--- src/rtl/adc_responder.sv ---
// Responder end of an LTC2308-style 4-wire serial ADC link: returns on-chip channel data
// to the board ADC controller, with all serial inputs oversampled on the system clock.
module adc_responder #(
   parameter int DATA_BITS   = 12,
   parameter int CFG_BITS    = 6,
   parameter int SYNC_STAGES = 2
) (
   input  logic                     clock,
   input  logic                     reset_n,
   input  logic                     ADC_CS_N,
   input  logic                     ADC_SCLK,
   input  logic                     ADC_DIN,
   output logic                     ADC_DOUT,
   input  logic [8*DATA_BITS-1:0]   ch_data,
   output logic                     sample_strobe,
   output logic [2:0]               cur_channel,
   output logic [15:0]              frame_count
);

   localparam int BCW = $clog2(DATA_BITS + 1);
   localparam int CCW = $clog2(CFG_BITS + 1);
   localparam logic [BCW-1:0] LAST_BIT = BCW'(DATA_BITS - 1);
   localparam logic [CCW-1:0] CFG_FULL = CCW'(CFG_BITS);
   localparam logic [CFG_BITS-1:0] CFG_RESET = CFG_BITS'(6'b100010);

   typedef enum logic [1:0] {IDLE, SHIFT, DONE} state_t;

   state_t                 state;
   logic [SYNC_STAGES:0]   cs_sync, sclk_sync;
   logic [SYNC_STAGES-1:0] din_sync;
   logic [DATA_BITS-1:0]   shift_reg;
   logic [BCW-1:0]         bit_cnt;
   logic [CCW-1:0]         cfg_cnt;
   logic [CFG_BITS-1:0]    cfg_sh, cfg_act;

   // Top bit of each edge-detect chain is the previous value of the synchronized copy.
   wire cs_rise   =  cs_sync[SYNC_STAGES-1]   & ~cs_sync[SYNC_STAGES];
   wire cs_fall   = ~cs_sync[SYNC_STAGES-1]   &  cs_sync[SYNC_STAGES];
   wire sclk_rise =  sclk_sync[SYNC_STAGES-1] & ~sclk_sync[SYNC_STAGES];
   wire sclk_fall = ~sclk_sync[SYNC_STAGES-1] &  sclk_sync[SYNC_STAGES];
   wire din_s     = din_sync[SYNC_STAGES-1];

   // Config in force for the conversion happening this cycle (promoted only if complete).
   logic [CFG_BITS-1:0]  next_cfg;
   logic [2:0]           next_ch;
   logic [DATA_BITS-1:0] conv_word;
   logic                 unused_cfg_bits;

   always_comb begin
      next_cfg  = (cfg_cnt == CFG_FULL) ? cfg_sh : cfg_act;
      next_ch   = {next_cfg[3], next_cfg[2], next_cfg[4]};
      conv_word = ch_data[next_ch*DATA_BITS +: DATA_BITS];
      if (!next_cfg[1])
         conv_word[DATA_BITS-1] = ~conv_word[DATA_BITS-1];
   end

   assign unused_cfg_bits = next_cfg[5] ^ next_cfg[0];

   always_ff @(posedge clock or negedge reset_n) begin
      if (!reset_n) begin
         cs_sync   <= '1;
         sclk_sync <= '0;
         din_sync  <= '0;
      end else begin
         for (int i = SYNC_STAGES; i > 0; i--) begin
            cs_sync[i]   <= cs_sync[i-1];
            sclk_sync[i] <= sclk_sync[i-1];
         end
         for (int i = SYNC_STAGES-1; i > 0; i--)
            din_sync[i] <= din_sync[i-1];
         cs_sync[0]   <= ADC_CS_N;
         sclk_sync[0] <= ADC_SCLK;
         din_sync[0]  <= ADC_DIN;
      end
   end

   always_ff @(posedge clock or negedge reset_n) begin
      if (!reset_n) begin
         state         <= IDLE;
         ADC_DOUT      <= 1'b0;
         sample_strobe <= 1'b0;
         cur_channel   <= '0;
         frame_count   <= '0;
         shift_reg     <= '0;
         bit_cnt       <= '0;
         cfg_cnt       <= '0;
         cfg_sh        <= '0;
         cfg_act       <= CFG_RESET;
      end else begin
         sample_strobe <= 1'b0;
         // CS_N edges take priority; an SCLK edge in the same cycle is dropped.
         if (cs_rise) begin
            cfg_act       <= next_cfg;
            shift_reg     <= conv_word;
            cur_channel   <= next_ch;
            sample_strobe <= 1'b1;
            ADC_DOUT      <= 1'b0;
            state         <= IDLE;
         end else if (cs_fall) begin
            ADC_DOUT <= shift_reg[DATA_BITS-1];
            bit_cnt  <= '0;
            cfg_cnt  <= '0;
            state    <= SHIFT;
         end else if (state == SHIFT) begin
            if (sclk_rise && cfg_cnt != CFG_FULL) begin
               cfg_sh  <= {cfg_sh[CFG_BITS-2:0], din_s};
               cfg_cnt <= cfg_cnt + 1'b1;
            end
            if (sclk_fall) begin
               bit_cnt <= bit_cnt + 1'b1;
               if (bit_cnt == LAST_BIT) begin
                  ADC_DOUT    <= 1'b0;
                  frame_count <= frame_count + 16'd1;
                  state       <= DONE;
               end else begin
                  shift_reg <= {shift_reg[DATA_BITS-2:0], 1'b0};
                  ADC_DOUT  <= shift_reg[DATA_BITS-2];
               end
            end
         end
      end
   end

endmodule

--- config.mk ---
export PLATFORM = sky130hd
export DESIGN_NAME = adc_responder
export DESIGN_NICKNAME = d
export VERILOG_FILES = /design/src/rtl/adc_responder.sv
export SDC_FILE = /design/constraint.sdc
export NUM_CORES = 1
export LEC_CHECK = 0
export CAP_MARGIN = 30
export CELL_PAD_IN_SITES_DETAIL_PLACEMENT = 0
export CELL_PAD_IN_SITES_GLOBAL_PLACEMENT = 2
export CORE_MARGIN = 4
export CORE_UTILIZATION = 25
export CTS_BUF_LIST = sky130_fd_sc_hd__clkbuf_4 sky130_fd_sc_hd__clkbuf_8 sky130_fd_sc_hd__clkbuf_16
export CTS_CLUSTER_SIZE = 8
export DETAILED_ROUTE_END_ITERATION = 6
export PLACE_DENSITY_LB_ADDON = 0.1
export RECOVER_POWER = 25
export SETUP_SLACK_MARGIN = 0.1
export SYNTH_ARGS = -nofsm -noshare
export SYNTH_HDL_FRONTEND = slang
export SYNTH_SLANG_ARGS = --single-unit
--- constraint.sdc ---
create_clock -name clock -period 2.6 [get_ports clock]
set_clock_uncertainty 0.2 [all_clocks]
set_input_delay 0.52 -clock clock [delete_from_list [all_inputs] [get_ports clock]]
set_output_delay 0.52 -clock clock [all_outputs]
set_load 0.01 [all_outputs]
Yosys cells after proc, flatten, opt, wreduce, memory -nomap -nowiden
Index checks and enable logic that the tools add are counted.
{ "totals": {"ff_bits": 60} }
{ "op_classes": {"multipliers": 1, "eq_ne": 6, "n_addsub": 3, "muxes": 24, "n_bitwise": 11, "n_shift": 1, "reduce_logical": 17} }
{ "ops": {"columns": ["cell", "count"], "rows": [
  ["$shiftx 96x8->12", 1],
  ["$mux 12", 5],
  ["$add 16x1->16 const B", 1],
  ["$mux 4", 3],
  ["$mux 2", 5],
  ["$reduce_bool 2->1", 5],
  ["$mux 3", 3],
  ["$reduce_and 3->1", 3],
  ["$reduce_bool 3->1", 3],
  ["$reduce_and 4->1", 2],
  ["$mux 1", 7],
  ["$not 1->1", 7],
  ["$mul 3x2->5 const B", 1],
  ["$mux 5", 1],
  ["$reduce_and 5->1", 1],
  ["$add 4x1->4 const B", 1],
  ["$and 1x1->1", 4],
  ["$eq 4x4->1 const B", 1],
  ["$ne 2x2->1 const B", 2],
  ["$reduce_and 2->1", 2],
  ["$add 3x1->3 const B", 1],
  ["$eq 3x3->1 const B", 1],
  ["$ne 3x3->1 const B", 1],
  ["$eq 2x1->1 const B", 1],
  ["$logic_and 1x1->1", 1]
]} }

Depth between registers and ports, before layout
Gate-level depths: netlist (run 1).
{ "depth": {"word_depth": 7, "depth_mapped": 9} }

Worst setup path after synthesis (run 1)
Ideal clock, no wire load.
{ "synth_path": {"kind": "reg2reg", "from": "register cfg_cnt[0]", "to": "register shift_reg[1]", "setup_ns": 0.126, "arrival_ns": 2.185, "required_ns": 2.274, "path_slack_ns": 0.089, "path_stages_with_launch": 8, "period_less_slack_ns": 2.511, "path_cell_list": "dfrtp_1 > inv_1 > ha_1 > nand2_2 > a21boi_4 > mux4_1 > a22o_1 > o32a_1"} }
{ "synth_via": {"elab_chain_len": 5} }
{ "synth_lines": {"columns": ["element", "line", "text"], "rows": [
  ["start, declared", "33", "logic [CCW-1:0] cfg_cnt;"],
  ["start signal, assigned", "107", "cfg_cnt <= cfg_cnt + 1'b1;"],
  ["$eq 3x3->1", "50", "next_cfg = (cfg_cnt == CFG_FULL) ? cfg_sh : cfg_act;"],
  ["$mux 5", "50", null],
  ["$mul 3x2->5", "52", "conv_word = ch_data[next_ch*DATA_BITS +: DATA_BITS];"],
  ["$shiftx 96x8->12", "52", null],
  ["$mux 12", "92", "if (cs_rise) begin"],
  ["end signal, assigned", "94", "shift_reg <= conv_word;"],
  ["end signal, assigned", "116", "shift_reg <= {shift_reg[DATA_BITS-2:0], 1'b0};"],
  ["end, declared", "31", "logic [DATA_BITS-1:0] shift_reg;"]
]} }
No other way between the ends.
A chain may end at the register's enable or synchronous reset.

Worst setup path after layout (run 1)
{ "layout_path": {"from": "register cfg_cnt[0]", "to": "register shift_reg[10]"} }
The elaborated chain is that of the path after synthesis.

==> results of run 1 <==
[metal layers]
layer / GRT usage [%] / vias up / wire, µm
met5: 0 / - / 0
met4: 3.444 / 0 / 112
met3: 4.318 / 6 / 809
met2: 22.06 / 106 / 4768
met1: 16.58 / 1468 / 4567
li1: - / 1469 / -
[kinds of logic after synthesis]
group           after synthesis  synth area share, %
simple gates                111                15.34
compound gates               71                14.32
flops                        56                40.65
buf+inv                      36                5.244
mux                          32                18.12
xor+xnor                     15                3.797
fa+ha+maj                     7                2.532
[cell usage after synthesis (3+ instances only)]
library cell / count
mux4_2: 16
buf_4: 4
nand4_1: 3
nand2_1: 35
dfstp_2: 4
a21oi_1: 16
dfrtp_1: 52
nand3_1: 8
mux4_1: 6
a31oi_1: 5
buf_2: 4
nor2_1: 28
mux2_2: 7
clkbuf_1: 14
a211oi_1: 8
and2_1: 4
ha_1: 7
xor2_1: 5
inv_1: 11
and3_1: 5
nor3_1: 16
mux2i_1: 3
o32a_1: 3
o21ai_0: 15
xnor2_1: 10
[critical path, cell delays in order, from the launching register on]
cell,delay (ns)
dfrtp_1,0.40
inv_2,0.08
ha_4,0.18
nand2_2,0.09
a21boi_4,0.15
buf_12,0.14
mux4_2,0.50
a22o_1,0.26
o32a_1,0.28
[power by group through the flow]
stage	Sequential [mW]	Clock, mW	Combinational (mW)
global route	1.15	0.841	1.01
finish	1.13	0.785	0.915
floorplan	1.11	0	0.513
CTS	1.13	0.816	0.896
global placement	1.14	0	0.854
detailed placement	1.14	0	0.864
[cells in the final DEF, fill, tap and decap left out, drive strengths merged, types with 3 or more instances in the layout]
cell	count
a211oi	9
a21boi	3
a21oi	16
a31oi	5
and2	4
and3	5
buf	29
clkbuf	7
clkdlybuf4s50	117
dfrtp	52
dfstp	4
dlygate4sd3	3
ha	7
inv	12
mux2	7
mux2i	3
mux4	22
nand2	36
nand3	8
nand4	3
nor2	28
nor3	16
o21ai	15
o32a	3
xnor2	10
xor2	5
[metrics by stage]
stage | power (mW) | TNS (ns) | worst slack [ns] | area [µm²]
finish | 2.828 | 0 | 0.2036 | 5187
global route | 3.000 | 0 | 0.1004 | 5187
CTS | 2.838 | 0 | 0.08519 | 5152
detailed placement | 2.002 | -0.08614 | -0.02584 | 4946
global placement | 1.996 | 0 | 0.01241 | 4946
floorplan | 1.619 | 0 | 0.1068 | 3460
[how the worst min path moves through the flow]
stage | from | end
3_5_place_dp | din_sync[0] | din_sync[1]
4_1_cts | reset_n | bit_cnt[2]
3_3_place_gp | din_sync[0] | din_sync[1]
6_report | din_sync[0] | din_sync[1]
2_1_floorplan | reset_n | ADC_DOUT
5_1_grt | din_sync[0] | din_sync[1]
[final cells by class]
type / count / area [µm²] / share of cell area [%]
multi-input cells: 236 / 1896 / 36.54
repair buffers: 150 / 1451 / 27.98
flip-flops and latches: 56 / 1408 / 27.13
well taps: 176 / 220.2 / 4.245
clock buffers: 6 / 132.6 / 2.557
inverters: 11 / 41.29 / 0.7959
clock inverters: 2 / 38.79 / 0.7477
[what timing repair did]
item | 4_1_cts | 5_1_grt
endpoints found under the setup margin | 11 | 12
resized for setup | 2 | 13
setup buffers | 3 | 1
pin swaps | 1 | 1
==> results.sh, run 1 <==
export IMPL_status="finished with violations"
export IMPL_violations="max-capacitance violations, max-slew violations"
export IMPL_die_x_um=125.6
export IMPL_place_inst=625
export IMPL_clkTransAtPathRegs_ns=0.07
export IMPL_hold_class="reg -> reg"
export IMPL_cp_start_kind="register"
export IMPL_drcViolationCount=0
export IMPL_grt_antenna_before_repair=0
export IMPL_yosysTopAreaCellShare_pct=37.61
export IMPL_ir_worst_vdd_mv=0.2275
export IMPL_reg2reg_to="shift_reg[10]"
export IMPL_fin_util_pct=38.71
export IMPL_largest_register_ffs=16
export IMPL_insertion_delay_ns=0.30
export IMPL_htree_levels=2
export IMPL_maxCapViolCount=1
export IMPL_p_sw_share_pct=28.37
export IMPL_ys_warn_count=0
export IMPL_viasPerCell=4.786
export IMPL_cts_tree="yes"
export IMPL_avgSynthCellArea_um2=10.55
export IMPL_worstMarginPinSlew_ns=1.671
export IMPL_drt_first_pass_iters=4
export IMPL_core_um2=13400
export IMPL_yosys_most_used_dff="dfrtp_1"
export IMPL_grt_pass1_wl_mm=17.03
export IMPL_layout_cells_non_filler=637
export IMPL_antennaDiodeCount=0
export IMPL_slew_violations=29
export IMPL_synth_area_top_cells="dfrtp_1 38%, mux4_2 10%, mux4_1 4.6%"
export IMPL_wl_mm=10.26
export IMPL_leakagePower_nw=2.083
export IMPL_cts_root_buf="clkbuf_16"
export IMPL_cp_data_required_time_ns=2.58
export IMPL_hold_depth=0
export IMPL_n_fill_cell=1346
export IMPL_die_h_um=125.6
export IMPL_gp_congestion=0.7768
export IMPL_max_slew_margin_rel_pct=-11.40
export IMPL_power_density_nw_per_um2=545.2
export IMPL_max_freq_mhz=417.3
export IMPL_cts_path_max_buffers=2
export IMPL_critical_path_class="reg -> reg"
export IMPL_startpoint="cfg_cnt[0]"
export IMPL_yosysTopAreaCell="dfrtp_1"
export IMPL_p_sw_mw=0.8023
export IMPL_fin_nets=568
export IMPL_synthArstFlopShare_pct=100.0
export IMPL_drt_iter0_drc=86
export IMPL_dieArea_um2=15780
export IMPL_synth_nets=436
export IMPL_synth_cell_area_um2=3460
export IMPL_synth_seq_area_share_pct=40.65
export IMPL_combPwrFrac_pct=32.4
export IMPL_setup_violations=0
export IMPL_synth_cell_types=55
export IMPL_initial_utilization_pct=25.82
export IMPL_route_detailed_wl_per_inst_um=16.10
export IMPL_endpoint="shift_reg[10]"
export IMPL_fin_crit_ns=2.396
export IMPL_area_growth_pct=49.95
export IMPL_cts_buffers_inserted=5
export IMPL_ys_ff_latch=56
export IMPL_hold_viol_final=0
export IMPL_synth_edf_count=0
export IMPL_grt_max_degree=29
export IMPL_syn_instance_count=328
export IMPL_p_int_mw=2.026
export IMPL_dp_hpwl_mm=8.114
export IMPL_cp_max_fo=8
export IMPL_overflow=0
export IMPL_rsz0062_at_grt="false"
export IMPL_numClockSinks=56
export IMPL_sequentialPowerShare_pct=39.9
export IMPL_io_pins=122
export IMPL_cts_hold_buffers_added=0
export IMPL_num_rows=42
export IMPL_vias=3049
export IMPL_grt_pass1_vias=3384
export IMPL_portBuffers=121
export IMPL_clkPwrFrac_pct=27.7
export IMPL_rr_worst_depth=8
export IMPL_reg2reg_slack_ns=0.20
export IMPL_grt_use_total_pct=13.23
export IMPL_whs_ns=0.1516
export IMPL_cp_end_kind="register"
export IMPL_layout_drive_gt1_share_pct=17.79
export IMPL_critical_path_arrival_ns=2.37
export IMPL_r2r_start="cfg_cnt[0]"
export IMPL_antenna_left=0
export IMPL_period_share_pct=92.17
Note: power is estimated with default switching activity, not from simulation.
==> run 2: changes to the inputs <==
--- a/config.mk
+++ b/config.mk
@@ -13,6 +13,7 @@
 export CTS_BUF_LIST = sky130_fd_sc_hd__clkbuf_4 sky130_fd_sc_hd__clkbuf_8 sky130_fd_sc_hd__clkbuf_16
 export CTS_CLUSTER_SIZE = 8
 export DETAILED_ROUTE_END_ITERATION = 6
+export GPL_ROUTABILITY_DRIVEN = 0
 export PLACE_DENSITY_LB_ADDON = 0.1
 export RECOVER_POWER = 25
 export SETUP_SLACK_MARGIN = 0.1
==> results of run 2 <==
The final DEF is identical to that of run 1; final timing and power are the same.
